File: src/rtl/instr_encoder_pkg.sv
// rtl/instr_encoder_pkg.sv - uop, instruction format and encoder error types
// Shared by instr_encoder and EncFifo.
package instr_encoder_pkg;

  typedef logic [4:0] reg_t;
  typedef logic [2:0] funct3_t;

  typedef enum logic [1:0] {EX_NONE, EX_ILLEGAL, EX_FAULT, EX_BREAK} ex_t;
  typedef enum logic [1:0] {FU_NONE, FU_INTALU, FU_MUL, FU_BRANCH} fu_t;

  // Encoding of intalu_t is the ALU funct3 value.
  typedef enum logic [2:0] {
    ALU_ADD  = 3'd0,
    ALU_SUB  = 3'd1,
    ALU_OR   = 3'd2,
    ALU_AND  = 3'd3,
    ALU_XOR  = 3'd4,
    ALU_SHL  = 3'd5,
    ALU_SHR  = 3'd6,
    ALU_SHRA = 3'd7
  } intalu_t;

  typedef enum logic [1:0] {SZ_B, SZ_H, SZ_W, SZ_RSVD} mem_size_t;

  typedef struct packed {
    intalu_t intalu;
  } uop_op_t;

  typedef struct packed {
    logic      en;
    logic      isSt;
    mem_size_t size;
    logic      signExtend;
  } mem_op_t;

  typedef struct packed {
    ex_t         ex;
    fu_t         fu;
    uop_op_t     op;
    reg_t        rd;
    reg_t        rs1;
    reg_t        rs2;
    logic [31:0] imm;
    logic        immValid;
    mem_op_t     memOp;
  } dec_t;

  typedef enum logic [2:0] {
    ENC_ERR_NONE  = 3'd0,
    ENC_ERR_EX    = 3'd1,
    ENC_ERR_FU    = 3'd2,
    ENC_ERR_IMM   = 3'd3,
    ENC_ERR_FIELD = 3'd4
  } encErr_t;

  typedef enum logic [6:0] {
    OP_LOAD   = 7'h03,
    OP_NOP    = 7'h0f,
    OP_ARITHI = 7'h13,
    OP_STORE  = 7'h23,
    OP_ARITH  = 7'h33
  } opcode_t;

  localparam funct3_t LD_B  = 3'd0;
  localparam funct3_t LD_H  = 3'd1;
  localparam funct3_t LD_W  = 3'd2;
  localparam funct3_t LD_BS = 3'd4;
  localparam funct3_t LD_HS = 3'd5;
  localparam funct3_t ST_B  = 3'd0;
  localparam funct3_t ST_H  = 3'd1;
  localparam funct3_t ST_W  = 3'd2;

  typedef struct packed {
    logic [6:0] funct7;
    reg_t       rs2;
    reg_t       rs1;
    funct3_t    funct3;
    reg_t       rd;
    opcode_t    op;
  } r_t;

  typedef struct packed {
    logic [11:0] imm;
    reg_t        rs1;
    funct3_t     funct3;
    reg_t        rd;
    opcode_t     op;
  } i_t;

  typedef struct packed {
    logic [6:0] imm7;
    reg_t       rs2;
    reg_t       rs1;
    funct3_t    funct3;
    logic [4:0] imm5;
    opcode_t    op;
  } s_t;

  typedef union packed {
    r_t          r;
    i_t          i;
    s_t          s;
    logic [31:0] raw;
  } enc_t;

  typedef struct packed {
    enc_t    enc;
    encErr_t err;
  } q_entry_t;

  // True when imm is a sign-extended 12-bit value.
  function automatic logic imm12_ok(input logic [31:0] imm);
    return (&imm[31:11]) || !(|imm[31:11]);
  endfunction

endpackage

File: src/rtl/instr_encoder_fifo.sv
// rtl/instr_encoder_fifo.sv - EncFifo: DEPTH-entry valid/ready queue, generic payload
// Head is read straight from storage, so the output is register-sourced.
module EncFifo #(
  parameter int  DEPTH     = 2,
  parameter type payload_t = logic [7:0]
) (
  input  logic     clk,
  input  logic     rst,
  input  logic     inValid,
  output logic     inReady,
  input  payload_t inData,
  output logic     outValid,
  input  logic     outReady,
  output payload_t outData
);

  localparam int PW = $clog2(DEPTH);
  localparam int CW = $clog2(DEPTH) + 1;

  payload_t        mem [DEPTH];
  logic [PW-1:0]   wptr;
  logic [PW-1:0]   rptr;
  logic [CW-1:0]   count;
  logic            push;
  logic            pop;

  assign inReady  = (count != CW'(DEPTH));
  assign outValid = (count != '0);
  assign outData  = mem[rptr];
  assign push     = inValid && inReady;
  assign pop      = outValid && outReady;

  // Storage is cleared on reset so the head reads as all-zero until first push.
  always_ff @(posedge clk or posedge rst) begin
    if (rst) begin
      wptr  <= '0;
      rptr  <= '0;
      count <= '0;
      for (int i = 0; i < DEPTH; i++) begin
        mem[i] <= '0;
      end
    end else begin
      if (push) begin
        mem[wptr] <= inData;
        wptr      <= wptr + PW'(1);
      end
      if (pop) begin
        rptr <= rptr + PW'(1);
      end
      case ({push, pop})
        2'b10:   count <= count + CW'(1);
        2'b01:   count <= count - CW'(1);
        default: count <= count;
      endcase
    end
  end

endmodule

File: src/rtl/instr_encoder.sv
// rtl/instr_encoder.sv - encodes dec_t uops into 32-bit words through an output queue
// Optional reject counter: define INSTR_ENCODER_ERRCNT_EN to add the errCnt port.
module instr_encoder
  import instr_encoder_pkg::*;
#(
  parameter int DEPTH = 2
) (
  input  logic    clk,
  input  logic    rst,
  input  logic    inValid,
  output logic    inReady,
  input  dec_t    inUop,
  output logic    outValid,
  input  logic    outReady,
  output enc_t    outEnc,
  output encErr_t outErr
`ifdef INSTR_ENCODER_ERRCNT_EN
  ,
  output logic [15:0] errCnt
`endif
);

  enc_t     enc;
  encErr_t  err;
  funct3_t  ld_f3;
  funct3_t  st_f3;
  q_entry_t in_entry;
  q_entry_t head;

  always_comb begin
    ld_f3 = LD_W;
    case (inUop.memOp.size)
      SZ_B:    ld_f3 = inUop.memOp.signExtend ? LD_BS : LD_B;
      SZ_H:    ld_f3 = inUop.memOp.signExtend ? LD_HS : LD_H;
      default: ld_f3 = LD_W;
    endcase
    st_f3 = ST_W;
    case (inUop.memOp.size)
      SZ_B:    st_f3 = ST_B;
      SZ_H:    st_f3 = ST_H;
      default: st_f3 = ST_W;
    endcase
  end

  // Rules are checked in priority order; enc only leaves zero on success.
  always_comb begin
    enc = '0;
    err = ENC_ERR_NONE;
    if (inUop.ex != EX_NONE) begin
      err = ENC_ERR_EX;
    end else if (inUop.fu == FU_NONE && !inUop.memOp.en) begin
      enc.r.op = OP_NOP;
    end else if (inUop.fu != FU_INTALU) begin
      err = ENC_ERR_FU;
    end else if (!inUop.memOp.en) begin
      if (inUop.immValid) begin
        if (!imm12_ok(inUop.imm)) begin
          err = ENC_ERR_IMM;
        end else if (inUop.rs2 != '0) begin
          err = ENC_ERR_FIELD;
        end else begin
          enc.i.op     = OP_ARITHI;
          enc.i.imm    = inUop.imm[11:0];
          enc.i.rs1    = inUop.rs1;
          enc.i.rd     = inUop.rd;
          enc.i.funct3 = inUop.op.intalu;
        end
      end else begin
        enc.r.op     = OP_ARITH;
        enc.r.rs2    = inUop.rs2;
        enc.r.rs1    = inUop.rs1;
        enc.r.rd     = inUop.rd;
        enc.r.funct3 = inUop.op.intalu;
      end
    end else if (!inUop.memOp.isSt) begin
      if (inUop.op.intalu != ALU_ADD || !inUop.immValid || inUop.rs2 != '0 ||
          inUop.memOp.size == SZ_RSVD ||
          (inUop.memOp.size == SZ_W && inUop.memOp.signExtend)) begin
        err = ENC_ERR_FIELD;
      end else if (!imm12_ok(inUop.imm)) begin
        err = ENC_ERR_IMM;
      end else begin
        enc.i.op     = OP_LOAD;
        enc.i.imm    = inUop.imm[11:0];
        enc.i.rs1    = inUop.rs1;
        enc.i.rd     = inUop.rd;
        enc.i.funct3 = ld_f3;
      end
    end else begin
      if (inUop.op.intalu != ALU_ADD || !inUop.immValid || inUop.rd != '0 ||
          inUop.memOp.signExtend || inUop.memOp.size == SZ_RSVD) begin
        err = ENC_ERR_FIELD;
      end else if (!imm12_ok(inUop.imm)) begin
        err = ENC_ERR_IMM;
      end else begin
        enc.s.op     = OP_STORE;
        enc.s.imm7   = inUop.imm[11:5];
        enc.s.imm5   = inUop.imm[4:0];
        enc.s.rs1    = inUop.rs1;
        enc.s.rs2    = inUop.rs2;
        enc.s.funct3 = st_f3;
      end
    end
  end

  assign in_entry.enc = enc;
  assign in_entry.err = err;

  EncFifo #(
    .DEPTH     (DEPTH),
    .payload_t (q_entry_t)
  ) u_fifo (
    .clk      (clk),
    .rst      (rst),
    .inValid  (inValid),
    .inReady  (inReady),
    .inData   (in_entry),
    .outValid (outValid),
    .outReady (outReady),
    .outData  (head)
  );

  assign outEnc = head.enc;
  assign outErr = head.err;

`ifdef INSTR_ENCODER_ERRCNT_EN
  always_ff @(posedge clk or posedge rst) begin
    if (rst) begin
      errCnt <= '0;
    end else if (inValid && inReady && err != ENC_ERR_NONE && errCnt != 16'hffff) begin
      errCnt <= errCnt + 16'd1;
    end
  end
`endif

endmodule

File: config.mk
export PLATFORM = sky130hd
export DESIGN_NAME = instr_encoder
export DESIGN_NICKNAME = d
export VERILOG_FILES = /design/src/rtl/instr_encoder_pkg.sv /design/src/rtl/instr_encoder_fifo.sv /design/src/rtl/instr_encoder.sv
export SDC_FILE = /design/constraint.sdc
export NUM_CORES = 1
export LEC_CHECK = 0
export CAP_MARGIN = 10
export CORE_MARGIN = 8
export CORE_UTILIZATION = 49
export DETAILED_ROUTE_END_ITERATION = 8
export PLACE_DENSITY = 0.81
export SETUP_SLACK_MARGIN = 0.5
export SYNTH_ARGS = -nofsm -noshare
export SYNTH_HDL_FRONTEND = slang
export SYNTH_SLANG_ARGS = --single-unit
File: constraint.sdc
create_clock -name clk -period 2.5 [get_ports clk]
set_clock_uncertainty 0.1 [all_clocks]
set_input_delay 0.5 -clock clk [delete_from_list [all_inputs] [get_ports clk]]
set_output_delay 0.5 -clock clk [all_outputs]
set_load 0.005 [all_outputs]
# Word-level counts from Yosys, hierarchy flattened
# Cells that the tools add are included.
[op_classes] n_mul=0 n_eq_ne=7 magnitude_cmp=3 shift=0 muxes=36 reduce_logical=26 div=0 bitwise=2 n_addsub=4
[op_table] op="32-bit two-way mux" count=10
[op_table] op="35-bit two-way mux" count=4
[op_table] op="70-bit bitwise mux" count=1
[op_table] op="25-bit two-way mux" count=2
[op_table] op="3-bit two-way mux" count=12
[op_table] op="35-bit demux with 1-bit select" count=1
[op_table] op="21-bit AND reduction" count=1
[op_table] op="21-bit OR reduction" count=1
[op_table] op="7-bit two-way mux" count=2
[op_table] op="5-bit nonzero test" count=2
[op_table] op="1-bit logical OR" count=8
[op_table] op="2-bit case mux with 2 select lines" count=2
[op_table] op="2-bit equality test, second input constant" count=3
[op_table] op="3-bit case mux with 2 select lines" count=1
[op_table] op="2-bit nonzero test" count=3
[op_table] op="1-bit logical AND" count=5
[op_table] op="2-bit by 1-bit equality test with 1-bit output, second input constant" count=2
[op_table] op="2-bit >= comparator, second input constant" count=2
[op_table] op="2-bit zero test" count=2
[op_table] op="1-bit NOT with 2-bit output" count=2
[op_table] op="1-bit zero test" count=3
[op_table] op="3-bit nonzero test" count=1
[op_table] op="1-bit adder, second input constant" count=2
[op_table] op="2-bit by 1-bit adder with 2-bit output, second input constant" count=1
[op_table] op="5 further kinds" count=5
[word_totals] ramBits=0 n_memories=0 regBits=74 word_cells=85 latch_bits=0 rom_bits=0 inputBits=64 output_inout_bits=37

# Logic depth before layout (Yosys ltp)
# Gate-level depths: netlist of the first run.
[depth] ltp_word=12 mapped_depth=7

# Modules after synthesis
# A second synthesis of the first run with hierarchy kept.
[hier_totals] cells_unflattened=329 hier_area_um2=4166.5
[by_module_without_submodules] mod="EncFifo" area_per_inst_um2=3378.2 n_inst=1 seq_area_each_um2=1851.8 cells_per_inst=204
[by_module_without_submodules] mod="instr_encoder" area_per_inst_um2=788.3 n_inst=1 seq_area_each_um2=0.0 cells_per_inst=125

# Worst setup path after synthesis of the first run
# OpenSTA, ideal clock, no wires.
[synth_path] kind="input -> register" start="in inUop[49] (netlist name)" end="reg u_fifo.mem[67] (netlist name)" setup_time_ns=0.068 cell_stages=6 n_path_buf=0 setup_slack_ns=0.225 t_arrival_ns=2.108 t_required_ns=2.332 path_cell_list="or4_4 > a211o_1 > a21oi_4 > a32oi_1 > nor2_1 > a32o_1"
[synth_between] elab_chain_cells=11
[synth_rtl] element="start, declared" line_no="instr_encoder.sv:12" rtl="input dec_t inUop,"
[synth_rtl] element="5-bit nonzero test" line_no="instr_encoder.sv:90" rtl="if (inUop.op.intalu != ALU_ADD || !inUop.immValid || inUop.rd != '0 ||"
[synth_rtl] element="1-bit logical OR (2 in a row)" line_no="instr_encoder.sv:90"
[synth_rtl] element="1-bit logical OR" line_no="instr_encoder.sv:91" rtl="inUop.memOp.signExtend || inUop.memOp.size == SZ_RSVD) begin"
[synth_rtl] element="32-bit two-way mux" line_no="instr_encoder.sv:90"
[synth_rtl] element="32-bit two-way mux" line_no="instr_encoder.sv:75" rtl="end else if (!inUop.memOp.isSt) begin"
[synth_rtl] element="32-bit two-way mux" line_no="instr_encoder.sv:55" rtl="end else if (!inUop.memOp.en) begin"
[synth_rtl] element="32-bit two-way mux" line_no="instr_encoder.sv:53" rtl="end else if (inUop.fu != FU_INTALU) begin"
[synth_rtl] element="25-bit two-way mux" line_no="instr_encoder.sv:51" rtl="end else if (inUop.fu == FU_NONE && !inUop.memOp.en) begin"
[synth_rtl] element="32-bit two-way mux" line_no="instr_encoder.sv:49" rtl="if (inUop.ex != EX_NONE) begin"
[synth_rtl] element="70-bit bitwise mux" line_no="instr_encoder_fifo.sv:44" rtl="mem[wptr] <= inData;"
[synth_rtl] element="end signal, assigned by index" line_no="instr_encoder_fifo.sv:44"
[synth_rtl] element="end, declared" line_no="instr_encoder_fifo.sv:20" rtl="payload_t mem [DEPTH];"
# Every way passes these cells.
# A chain may end at the register's enable or synchronous reset.

==> impl_metrics.yaml, run 1 <==
place:
  place_area_um2: 5160
  hpwl_um: 8120
  gp_routability_congestion: 0.848
  io_buffers: 99
floorplanning:
  die_x_um: 103
  dieArea_um2: 10500
  rows: 31
  die_y_um: 103
  core-area_um2: 7250
  io_pins: 101
  start_util_pct: 50.7
grt:
  grt_pass1_wl_um: 21700
  grt_usage_pct: 26.4
  grt_pass1_vias: 4233
  grt_antenna_before_repair: 0
  grt_max_degree: 69
  grt_overflow: 0
yosys:
  syn_area_um2: 3680
  synth.most_common_cell: "dfrtp_1"
  synth_largest_area_cell: "dfrtp_1"
  synth_edf_count: 0
  yosysTopAreaCellShare_pct: 46.2
  syn_inst: 376
  yosysSeqAreaShare_pct: 46.2
  ys_types: 47
  async_flop_share_pct: 100
  syn_area_per_cell_um2: 9.79
  synth_common_cells: "68 x dfrtp_1, 56 x nand2_1, 36 x mux2_2"
  ys_ff_latch: 68
  ys.flop_type: "dfrtp_1"
  synth_area_leaders: "dfrtp_1 46%, mux2_2 11%, nand2_1 5.7%"
  yosys_warnings: 0
  synth_nets: 441
routing:
  drt_iter0_markers: 459
  via_per_inst: 6.53
  avgRoutedWirePerCell_um: 25.2
  vias: 4216
  firstDrtPassIters: 6
  ant_nets: 0
  wirelength_um: 16300
  route.detailed.drc: 0
pwr:
  powerDensity_nw_per_um2: 705
  p_sw_w: 0.00157
  p_leak_nw: 2.83
  ir_worst_vdd_mv: 0.662
  p_int_w: 0.00291
  seqPwrFrac_pct: 31.8
  comb_power_share_pct: 45.2
  clockPowerShare_pct: 23.0
  swShare_pct: 35.1
min_path:
  min_from: "inUop[52]"
  hold_path.class: "in -> reg"
worst_setup_path:
  critPathKind: "reg -> out"
  r2r_start: "u_fifo.count[0]$_DFFE_PP0P_"
  required_ns: 1.90
  max_stage_delay_ns: 0.44
  cp.arrival_ns: 1.63
  cp_top_family: "buffers and inverters"
  start_kind: "flop"
  cp_slowest_cell: "dfrtp_2"
  path_common_cell: "buf_6"
  path_cells: "buf_6 > buf_6 > buf_12 > mux2_4 > buf_6"
  cp-end-kind: "output pin"
  crit_fanout: 8
  critical_path_buf_inv_count: 4
  crit_start: "u_fifo.rptr$_DFFE_PP0P_"
clocking:
  htreeDepth: 3
  max-clock-path-buffers: 2
  clk_latency_ns: 0.35
  cts_root_buf: "clkbuf_8"
  clk_pin_slew_worst_paths_ns: 0.07
  cts.sinks: 68
  cts_tree: "built"
  cts_buffers: 9
flow_run:
  cap_violations: 0
cells_and_area:
  antenna_cells: 0
  final_area_um2: 6350
  final_core_util_pct: 87.5
  drive_gt1_share_pct: 49.7
  area_growth_pct: 72.5
  final_net_count: 607
sta:
  hold_viol_final: 0
  slew_headroom_pct: 61.7
  finalCritPeriodShare_pct: 89.1
  period_minus_slack_ns: 2.23
  setup_violations: 0
  worstMarginPinSlew_ns: 0.575
  rsz0062_at_grt: "yes"
  fmax_ghz: 0.449
  slew_viol_final: 0
run_status:
  status: "finished clean"
area by class of cell:
| class | count | area [um^2] |
|---|---|---|
| clock buffer | 10 | 138 |
| clock inverter | 6 | 86.3 |
| fill | 301 | 905 |
| inverter | 3 | 15.0 |
| multi-input combinational | 282 | 2540 |
| sequential | 68 | 1700 |
| tap | 99 | 124 |
| timing repair buffer | 178 | 1740 |
through the flow:
stage / setup TNS (ns) / std cells / hold WS [ns] / worst slack [ns] / total power, W
final: 0 / 646 / 0.352 / 0.274 / 0.00448
after global routing: 0 / 646 / 0.336 / 0.254 / 0.00461
after CTS: 0 / 636 / 0.343 / 0.283 / 0.00411
after detailed placement: -11.72 / 603 / 0.364 / -0.349 / 0.00280
after global placement: -8.75 / 603 / 0.354 / -0.276 / 0.00275
after floorplan: 0 / 376 / 0.340 / 0.251 / 0.00212
power by group through the flow:
stage	clock network (W)	logic, W	registers, W
CTS	0.00103	0.00170	0.00138
global placement	0	0.00135	0.00139
finish	0.00103	0.00202	0.00142
floorplan	0	0.000751	0.00137
global route	0.00108	0.00210	0.00143
detailed placement	0	0.00139	0.00141
state kept, by name, indices dropped and copies added, names as in the netlist:
| signal | cells |
|---|---|
| u_fifo.mem | 64 |
| u_fifo.rptr | 1 |
| u_fifo.count | 2 |
| u_fifo.wptr | 1 |
cells by family (layout without fill, tap and decap cells):
kind of cell	count (synthesis)	after routing	synth area share, %
xor gates and xnor gates	4	4	0.952
and+or+nand+nor	138	138	18.0
DFF	68	68	46.2
adders and majority gates	1	1	0.340
other	1	1	0.102
muxes	36	36	11.0
buffers and inverters	27	197	3.16
AOI/OAI and AO/OA	101	102	20.2
layer usage:
| metal | global-route usage, % | routed length, um |
|---|---|---|
| met1 | 29.8 | 6100 |
| met2 | 45.0 | 7940 |
| met3 | 6.14 | 1290 |
| met4 | 14.9 | 957 |
| met5 | 0 | 0 |
layout by cell type (no fill, tap or decap), types with 4 or more instances in the layout:
| cell | netlist | layout |
|---|---|---|
| dlymetal6s2s_1 | 0 | 7 |
| a22o_1 | 12 | 12 |
| a21oi_1 | 14 | 6 |
| nor2_4 | 0 | 5 |
| a32o_1 | 7 | 7 |
| clkdlybuf4s50_1 | 0 | 21 |
| clkdlybuf4s15_1 | 0 | 6 |
| a21oi_2 | 0 | 6 |
| clkbuf_2 | 0 | 15 |
| mux2_4 | 0 | 26 |
| buf_12 | 0 | 6 |
| nor2_1 | 29 | 23 |
| buf_4 | 4 | 52 |
| nor4_2 | 0 | 4 |
| dfrtp_1 | 68 | 67 |
| nand4_1 | 5 | 5 |
| o21ai_2 | 0 | 16 |
| buf_6 | 0 | 53 |
| dlygate4sd2_1 | 0 | 11 |
| nor2b_1 | 4 | 4 |
| nand2_1 | 56 | 52 |
| mux2_2 | 36 | 10 |
| and2_0 | 4 | 4 |
| a22oi_2 | 0 | 4 |
| a221o_1 | 8 | 8 |
| buf_2 | 0 | 4 |
| nor3_2 | 0 | 5 |
| and2_1 | 5 | 5 |
| o21ai_1 | 0 | 10 |
| clkbuf_8 | 0 | 10 |
| o21ai_0 | 31 | 5 |
path summary, 6_finish.rpt:
path	endpoint	slack [ns]	depth (start not counted)
worst min register to register	u_fifo.mem[33]$_DFFE_PP0P_	0.39	2
worst max-delay path	outEnc[1]	0.27	5
worst max register to register	u_fifo.mem[49]$_DFFE_PP0P_	0.58	6
worst min-delay path	u_fifo.mem[14]$_DFFE_PP0P_	0.35	2
min in group asynchronous	u_fifo.mem[57]$_DFFE_PP0P_	0.51	3
max in group asynchronous	u_fifo.rptr$_DFFE_PP0P_	1.49	3
repair_timing:
item	4_1_cts	5_1_grt
gates cloned	4	0
setup buffers	13	10
hold buffers	0	0
endpoints found under the setup margin	98	95
pin swaps	55	50
hold endpoints to repair	0	0
resized for setup	290	127
(Power assumes the default switching activity.)
==> inputs of run 2 (changes only) <==
- SLEW_MARGIN: default -> 20
==> results of run 2 <==
Final layout, timing and power as in run 1 (identical DEF).
==> inputs of run 3 (changes only) <==
- ABC_CLOCK_PERIOD_IN_PS: default -> 2500
==> results of run 3 <==
Final layout, timing and power as in run 1 (identical DEF).
